### config.mk
export PLATFORM = sky130hd
export DESIGN_NAME = jk_target_tracker
export DESIGN_NICKNAME = d
export VERILOG_FILES = /design/src/rtl/jktt_pkg.sv /design/src/rtl/jk_target_tracker_ffjk_cell.sv /design/src/rtl/jk_target_tracker.sv
export SDC_FILE = /design/constraint.sdc
export NUM_CORES = 1
export LEC_CHECK = 0
export CORE_MARGIN = 5
export CORE_UTILIZATION = 46
export DETAILED_ROUTE_END_ITERATION = 10
export GPL_TIMING_DRIVEN = 0
export PLACE_DENSITY = 0.74
export SETUP_SLACK_MARGIN = 0.02
export SYNTH_ARGS = -nofsm -noshare
export SYNTH_HDL_FRONTEND = slang
export SYNTH_SLANG_ARGS = --single-unit
### constraint.sdc
create_clock -name clk -period 2.15 [get_ports clk]
set_input_delay 0.215 -clock clk [delete_from_list [all_inputs] [get_ports clk]]
set_output_delay 0.215 -clock clk [all_outputs]
set_load 0.03 [all_outputs]
### src/rtl/jktt_pkg.sv
// Shared definitions for jk_target_tracker: FSM state codes and the JK excitation function.
package jktt_pkg;

    localparam logic [1:0] IDLE  = 2'b00;
    localparam logic [1:0] TRACK = 2'b01;
    localparam logic [1:0] DONE  = 2'b10;

    // Inverse of the JK characteristic equation; the don't-care entries are resolved
    // to 0, so the toggle code J=K=1 never appears.
    function automatic logic [1:0] jk_excite(input logic q_bit, input logic next_bit);
        return {next_bit & ~q_bit, q_bit & ~next_bit};
    endfunction

endpackage

### src/rtl/jk_target_tracker_ffjk_cell.sv
// Single JK flip-flop, rising-edge clocked, asynchronous active-low reset to 0.
module ffjk_cell (
    input  logic clk,
    input  logic reset_async,
    input  logic j,
    input  logic k,
    output logic q
);

    always_ff @(posedge clk or negedge reset_async) begin
        if (!reset_async) begin
            q <= 1'b0;
        end else begin
            q <= (j & ~q) | (~k & q);
        end
    end

endmodule

### src/rtl/jk_target_tracker.sv
// Steps a bank of JK flip-flops one count per clock toward a handshaked target value.
// Optional macro JKTT_SHORTEST_PATH_EN selects the shorter modular direction (ties go up).
module jk_target_tracker
    import jktt_pkg::*;
#(
    parameter int WIDTH = 4
) (
    input  logic             clk,
    input  logic             reset_async,
    input  logic             tgt_valid,
    input  logic [WIDTH-1:0] tgt_data,
    output logic             tgt_ready,
    output logic [WIDTH-1:0] q,
    output logic             busy,
    output logic             done,
    output logic             dir,
    output logic [WIDTH-1:0] j_vec,
    output logic [WIDTH-1:0] k_vec
);

    logic [1:0]       state;
    logic [WIDTH-1:0] target;
    logic             dir_r;
    logic [WIDTH-1:0] next_q;
    logic [WIDTH-1:0] j_int;
    logic [WIDTH-1:0] k_int;
    logic             up_sel;

`ifdef JKTT_SHORTEST_PATH_EN
    localparam logic [WIDTH-1:0] HALF = {1'b1, {(WIDTH-1){1'b0}}};
    logic [WIDTH-1:0] diff;

    always_comb begin
        diff   = tgt_data - q;
        up_sel = (diff <= HALF);
    end
`else
    always_comb begin
        up_sel = (tgt_data > q);
    end
`endif

    always_comb begin
        next_q = dir_r ? (q + WIDTH'(1)) : (q - WIDTH'(1));
        j_int  = '0;
        k_int  = '0;
        if (state == TRACK) begin
            for (int i = 0; i < WIDTH; i++) begin
                {j_int[i], k_int[i]} = jk_excite(q[i], next_q[i]);
            end
        end
    end

    // The counter state lives only in the JK cells; q is never loaded directly.
    for (genvar g = 0; g < WIDTH; g++) begin : g_cell
        ffjk_cell u_cell (
            .clk        (clk),
            .reset_async(reset_async),
            .j          (j_int[g]),
            .k          (k_int[g]),
            .q          (q[g])
        );
    end

    always_ff @(posedge clk or negedge reset_async) begin
        if (!reset_async) begin
            state  <= IDLE;
            target <= '0;
            dir_r  <= 1'b0;
        end else begin
            case (state)
                IDLE: begin
                    if (tgt_valid) begin
                        target <= tgt_data;
                        if (tgt_data == q) begin
                            state <= DONE;
                        end else begin
                            state <= TRACK;
                            dir_r <= up_sel;
                        end
                    end
                end
                TRACK: begin
                    if (next_q == target) begin
                        state <= DONE;
                    end
                end
                DONE:    state <= IDLE;
                default: state <= IDLE;
            endcase
        end
    end

    assign tgt_ready = (state == IDLE);
    assign busy      = (state == TRACK);
    assign done      = (state == DONE);
    assign dir       = dir_r;
    assign j_vec     = j_int;
    assign k_vec     = k_int;

endmodule

### Word-level counts from Yosys, hierarchy flattened

Index checks and enable logic that the tools add are counted.

* register bits after elaboration: 11
* logic and storage cells: 60
* output and inout port bits: 16
* bits of input ports: 7

* reduce and logical (&&, ||, !) cells: 4
* $lt $le $gt $ge: 1
* mux-type cells: 7
* equal/unequal tests: 6
* bitwise logic cells: 33
* add/subtract/negate cells: 2

Operators by type and width (number)
* AND 1 bit: 16
* NOT 1 bit: 13
* two-way mux 4 bit: 3
* == test 4 bit: 2
* two-way mux 2 bit: 3
* adder 4 x 1 -> 4 bit (second input constant): 1
* greater-than comparator 4 bit: 1
* OR 1 bit: 4
* case mux 2 bit (2 select lines): 1
* AND reduction 2 bit: 2
* subtractor 4 x 1 -> 4 bit (second input constant): 1
* AND reduction 3 bit: 1
* == test 2 x 1 -> 1 bit (second input constant): 1
* == test 2 bit (second input constant): 1
* logical NOT 2 bit: 1
* inequality test 2 x 1 -> 1 bit (second input constant): 1
* inequality test 2 bit (second input constant): 1

### Depth between registers and ports, before layout

Gate-level depths: netlist of the first run.

* word-level depth: 8
* mapped depth: 7

### Hierarchy

From an unflattened synthesis of the first run, not the netlist that was laid out.

* cells, all modules: 76
* area, all modules: 759.5 um2

By module, submodules not included
* jk_target_tracker: cells an instance 64, area each 604.3 um2, instances 1
* ffjk_cell: cells an instance 3, area each 38.8 um2, instances 4

### Least setup slack after synthesis of the first run

OpenSTA, ideal clock, no wires.

* kind: flip-flop to output port
* start point: reg dir_r, in the netlist dir
* end point: out k_vec[3]
* required time: 1.935 ns
* path buffers: 1
* cell stages (with the launch flop): 8
* data arrival time: 1.867 ns
* setup slack: 0.068 ns
* cells stage by stage: dfrtp_1 inv_1 ha_1 a21oi_1 nand2_1 xnor2_1 and3_2 buf_4

* word-level cells in the longest chain between the ends: 4

Ends and longest elaborated chain
* start: declaration: line jk_target_tracker.sv:23 `logic dir_r;`
* start signal: assignment: line jk_target_tracker.sv:79 `dir_r <= up_sel;`
* two-way mux 4 bit: line jk_target_tracker.sv:44 `next_q = dir_r ? (q + WIDTH'(1)) : (q - WIDTH'(1));`
* NOT 1 bit: line jktt_pkg.sv:11 `return {next_bit & ~q_bit, q_bit & ~next_bit};`
* AND 1 bit: line jktt_pkg.sv:11
* two-way mux 4 bit: line jk_target_tracker.sv:47 `if (state == TRACK) begin`
* end: declaration: line jk_target_tracker.sv:18 `output logic [WIDTH-1:0] k_vec`

Every way passes these cells.

### Final worst setup path of the first run

Ends and elaborated chain as after synthesis.

==> key figures, run 1 <==
Detailed routing
  – Iteration-0 DRC Markers: 8
  – Routed WL: 1833 um
  – Vias post-DR: roughly 670
  – Final ANT Viol Nets: 0
  – Vias per cell: 4.738
  – Routed WL per cell: around 13 um
  – 1st-pass router iterations: 4
  – Post-route DRC: 0

STA
  – Max Slew Vio Count: 0
  – Crit path time final: 2127 ps
  – RSZ-0062 raised after global routing: true
  – Achievable frequency: between 400 and 500 MHz
  – Slew HR: 0.5265
  – Worst Skew: 0.3821 ps
  – Crit share post-route: 0.9892
  – Final Setup Violations: 0
  – Worst-Margin Slew: 708.7 ps
  – Hold_ws: 271.7 ps
  – Hold Fails Final Rpt: 0

Die
  – Initial Utilization: 0.4819
  – Row cnt: 15
  – I/O pins: 23
  – Full die area: about 2800 um^2
  – Die height: 52.53 um
  – Core area: 1727 um^2
  – Die width: approximately 53 um

Critical path
  – CP Data Arrival Time: roughly 1900 ps
  – Worst Path Required: a little under 2000 ps
  – Crit path cell chain: inv_2 -> ha_4 -> a21oi_4 -> nand2_2 -> xnor2_2 -> and3_2 -> buf_4 -> buf_4
  – Crit-path slowest cell: dfrtp_2
  – CP Launch Type: flop
  – Max incr delay on CP: between 400 and 500 ps
  – CP most frequent cell: buf_4
  – Critical path class: reg2out
  – Worst setup EP type: primary output
  – CP Max Fanout: 4

Yosys
  – Synth warn: 0
  – Synth top area share: 0.3308
  – Synth area leaders: dfrtp_1, ha_1, buf_4
  – Post-synth top area cell: dfrtp_1
  – Post-synthesis sequential area ratio: 0.3308
  – Syn Inst Count: 85
  – #FFs+latches synth: 11
  – Mapped cell area: 832.0 um^2
  – Synth Area per Inst: just under 10 um^2
  – Library cells used by synthesis: 28
  – Mapped Nets: 101

Placement
  – Gp weighted congestion: ~0.74
  – Number of port buffers: 22
  – Post-DP HPWL: roughly 1400 um

Global routing
  – Met1 Use GR: 0.1693
  – Largest net degree at the start of global routing: 12
  – M3 GR Usage: 0.02849
  – GRT busiest layer: met2
  – Gr ovfl total: 0
  – Initial antenna violation count: 0
  – Vias in the first global route: around 700
  – M2 GR Usage: 0.2603
  – First-pass GRT wire length: 3008 um
  – Tot GR Track Use: 0.1489

Clock tree
  – Worst-path clk slew: 70 ps
  – Worst-Skew Late Latency: roughly 280 ps
  – CTS tree: yes
  – CTS buffer count: 3
  – Clock Sinks: 11
  – Clk buf depth: 2
  – Root Driver: clkbuf_4
  – CTS H-tree depth: 1

Worst hold path
  – Hold/Removal Path Class: in2async

Cells and area
  – Commonest non-fill, non-tap cell in the layout: buf_4
  – Post-layout net count: approximately 130
  – Antenna cells: 0
  – Layout cells sized above 1: 0.3966
  – Area Growth Syn to Fin: 40.90%
  – Most frequent cells in the layout: buf_4, clkdlybuf4s50_1, dfrtp_1

Outcome
  – Status: completed

Run
  – Max cap viols: 0
==> final timing paths <==
path	start	to	slack [ps]	cells after the start
max in group asynchronous	reset_async	g_cell[0].u_cell.q	1510	1
worst min-delay path	reset_async	asynchronous set/reset pin	270	1
worst max register to register	flop	state[1]	340	5
worst max-delay path	dir	k_vec[3]	20	8
min in group clk	target[2]	target[2]	540	1
worst min register to register	target[2]	target[2]	540	1
==> cell families after synthesis <==
| logic type | synth area share |
|---|---|
| AOI/OAI and AO/OA | 0.07820 |
| xor gates and xnor gates | 0.09173 |
| adders and majority gates | 0.1444 |
| buffers and inverters | 0.1624 |
| DFF | 0.3308 |
| muxes | 0.05413 |
| and+or+nand+nor | 0.1383 |
==> metrics by stage <==
stage | cells | area, um^2 | utilization | TNS [ps] | setup slack [ps]
final | 141 | 1172 | 0.6790 | 0 | 23.15
after global routing | 141 | 1172 | 0.6790 | -39.70 | -39.70
after CTS | 141 | 1176 | 0.6812 | 0 | 26.44
after detailed placement | 132 | 1084 | 0.6275 | -1739 | -497.3
after global placement | 132 | 1084 | 0.6275 | -1549 | -464.8
after floorplan | 85 | 832.0 | - | 0 | 68.44
==> critical path, delay by kind of cell, from the launching register on <==
kind | cells | cell delay [ps]
xor+xnor | 1 | 140
buf+inv | 3 | 380
simple gates | 2 | 310
compound gates | 1 | 150
fa+ha+maj | 1 | 230
flops | 1 | 440
==> per-layer routing <==
layer  part of all wire  up-vias  wire [um]
li1                   -      335          -
met1               0.40      313        735
met2               0.51       16        942
met3              0.065        4        120
met4              0.020        0         36
met5                  0        -          0
==> final cells by class <==
cell class              count  area, um^2
well taps                  25       31.28
flip-flops and latches     11       277.8
plain buffers              13       101.3
repair buffers             27       231.5
clock buffers               4       26.28
multi-input cells          52       470.5
inverters                   9       33.78
fillers                   154       554.3
==> Yosys cell counts <==
library cell and n:
fa_1 1, nor3_1 3, xor3_1 1, nand4_1 1, dfrtp_1 11, nor2_1 3
nand3_1 1, nor3b_1 1, inv_1 9, a21oi_1 2, nor2b_1 2, a31oi_1 1
and3_1 2, mux2_2 4, or4b_2 1, buf_4 12, buf_6 1, nand2_1 4
a21o_1 1, nand2b_1 1, and2_1 1, o21ai_0 5, and3_2 1, xnor2_1 4
ha_1 8, o2111ai_1 1, o21a_1 1, xor2_1 2
==> timing repair <==
action,CTS,global route
setup buffers,5,0
gates resized for setup,38,15
hold buffers,0,0
pin swaps,1,3
gates cloned,0,0
setup endpoints to repair,8,8
Power of run 1 is left out: the tool's default activity adds up to more than one toggle a clock period on the data nets, which glitch-free logic cannot reach.
==> inputs of run 2 (changes only) <==
--- a/config.mk
+++ b/config.mk
@@ -5,11 +5,14 @@
 export SDC_FILE = /design/constraint.sdc
 export NUM_CORES = 1
 export LEC_CHECK = 0
+export CAP_MARGIN = 5
+export CELL_PAD_IN_SITES_DETAIL_PLACEMENT = 1
+export CELL_PAD_IN_SITES_GLOBAL_PLACEMENT = 1
 export CORE_MARGIN = 5
-export CORE_UTILIZATION = 46
+export CORE_UTILIZATION = 35
 export DETAILED_ROUTE_END_ITERATION = 10
 export GPL_TIMING_DRIVEN = 0
-export PLACE_DENSITY = 0.74
+export PLACE_DENSITY = 0.75
 export SETUP_SLACK_MARGIN = 0.02
 export SYNTH_ARGS = -nofsm -noshare
 export SYNTH_HDL_FRONTEND = slang
==> key figures, run 2 (same netlist as run 1, synthesis figures left out) <==
Outcome
  – Status: completed

Worst hold path
  – Hold/Removal Path Class: in2async

Cells and area
  – Commonest non-fill, non-tap cell in the layout: buf_4
  – Layout Utilization: 0.5412
  – Antenna cells: 0
  – Post-layout net count: about 140
  – Layout cells sized above 1: 0.4237
  – Most frequent cells in the layout: buf_4, clkdlybuf4s50_1, dfrtp_1
  – Final Cell Area: between 1000 and 1500 um^2
  – Area Growth Syn to Fin: 45.26%

Critical path
  – Worst Reg2Reg Path Length in Cells: 5
  – Critical path class: reg2out
  – R2R setup slack: 350 ps
  – Max incr delay on CP: roughly 450 ps
  – CP Data Arrival Time: between 1500 and 2000 ps
  – Crit path cell chain: inv_2 -> ha_4 -> a21oi_4 -> nand2_2 -> xnor2_2 -> nor3_2 -> buf_4 -> buf_4
  – CP Max Fanout: 3
  – CP Launch Type: flop
  – Worst setup EP type: primary output
  – CP most frequent cell: buf_4
  – Worst Path Required: 1930 ps
  – Crit-path slowest cell: dfrtp_2
  – R2r endpoint: state[1]

STA
  – Slew HR: 0.5315
  – Worst Skew: roughly 9.5 ps
  – Setup ws final: ~130 ps
  – Max Slew Vio Count: 0
  – Worst-Margin Slew: 701.2 ps
  – Hold Fails Final Rpt: 0
  – Crit share post-route: 0.9407
  – Final Setup Violations: 0
  – Achievable frequency: ~490 MHz
  – RSZ-0062 raised after global routing: true
  – Crit path time final: 2022 ps

Global routing
  – First-pass GRT wire length: 3243 um
  – Vias in the first global route: ~740
  – Tot GR Track Use: 0.1219
  – Initial antenna violation count: 0
  – Largest net degree at the start of global routing: 12
  – GRT busiest layer: met2
  – Met1 Use GR: 0.1461
  – Gr ovfl total: 0
  – M2 GR Usage: 0.2192
  – M3 GR Usage: 0.02632

Die
  – Full die area: 3452 um^2
  – I/O pins: 23
  – Initial Utilization: 0.3725
  – Core area: around 2200 um^2
  – Die width: 58.76 um
  – Die height: just under 60 um
  – Row cnt: 17

Detailed routing
  – Iteration-0 DRC Markers: 4
  – Final ANT Viol Nets: 0
  – 1st-pass router iterations: 4
  – Vias per cell: 4.774
  – Routed WL: approximately 2000 um
  – Routed WL per cell: 13.53 um
  – Vias post-DR: 697
  – Post-route DRC: 0

Clock tree
  – CTS tree: yes
  – Clock Sinks: 11
  – Worst-Skew Late Latency: 270 ps
  – Worst-path clk slew: ~80 ps
  – Clk buf depth: 2
  – CTS H-tree depth: 1
  – Root Driver: clkbuf_4
  – # hold bufs at CTS: 0
  – CTS buffer count: 3

Placement
  – Number of port buffers: 22
  – DP Worst Slack: -540.7 ps
  – Gp weighted congestion: between 0.7 and 0.8
  – Placed Area: between 1000 and 1500 um^2
  – Post-DP HPWL: 1479 um

Run
  – Max cap viols: 0
-- run 2: per-layer routing --
metal	vias to the layer above	part of all wire	wire [um]
met5	-	0	0
met4	0	0.0061	12
met3	2	0.042	82
met2	12	0.51	999
met1	341	0.45	880
li1	342	-	-
-- run 2: what timing repair did --
action | 4_1_cts | 5_1_grt
setup endpoints to repair | 9 | 8
setup buffers | 4 | 4
gates resized for setup | 36 | 17
pin swaps | 1 | 6
-- run 2: worst max-delay path by stage --
stage | startpoint | end | depth (start not counted) | slack (ps)
2_1_floorplan | dir | k_vec[3] | 7 | 70
3_3_place_gp | dir | k_vec[3] | 8 | -490
3_5_place_dp | dir | k_vec[3] | 8 | -540
4_1_cts | dir | k_vec[1] | 4 | 20
5_1_grt | dir | j_vec[3] | 8 | 1
6_report | dir | j_vec[3] | 8 | 130
-- run 2: metrics by stage --
stage                     hold slack (ps)  std cells  setup TNS, ps
after global placement              515.8        135          -1687
after CTS                           306.1        143              0
after detailed placement            530.1        135          -1887
after floorplan                    -80.59         85              0
final                               293.2        146              0
after global routing                313.1        146              0
-- run 2: cell type report --
type	count	area [um^2]
clock buffer	4	26.28
timing repair buffer	30	254.0
multi-input combinational	52	484.2
inverter	9	37.54
buffer	12	93.84
tap	28	35.03
fill	273	1025
sequential	11	277.8
-- run 2: worst max-delay path: cells and delay by family, from the launching register on --
family          cells  cell delay, ps
flops               1             450
buf+inv             3             380
fa+ha+maj           1             220
xor+xnor            1             190
compound gates      1             180
simple gates        2             130
Power of run 2 is left out for the same reason.
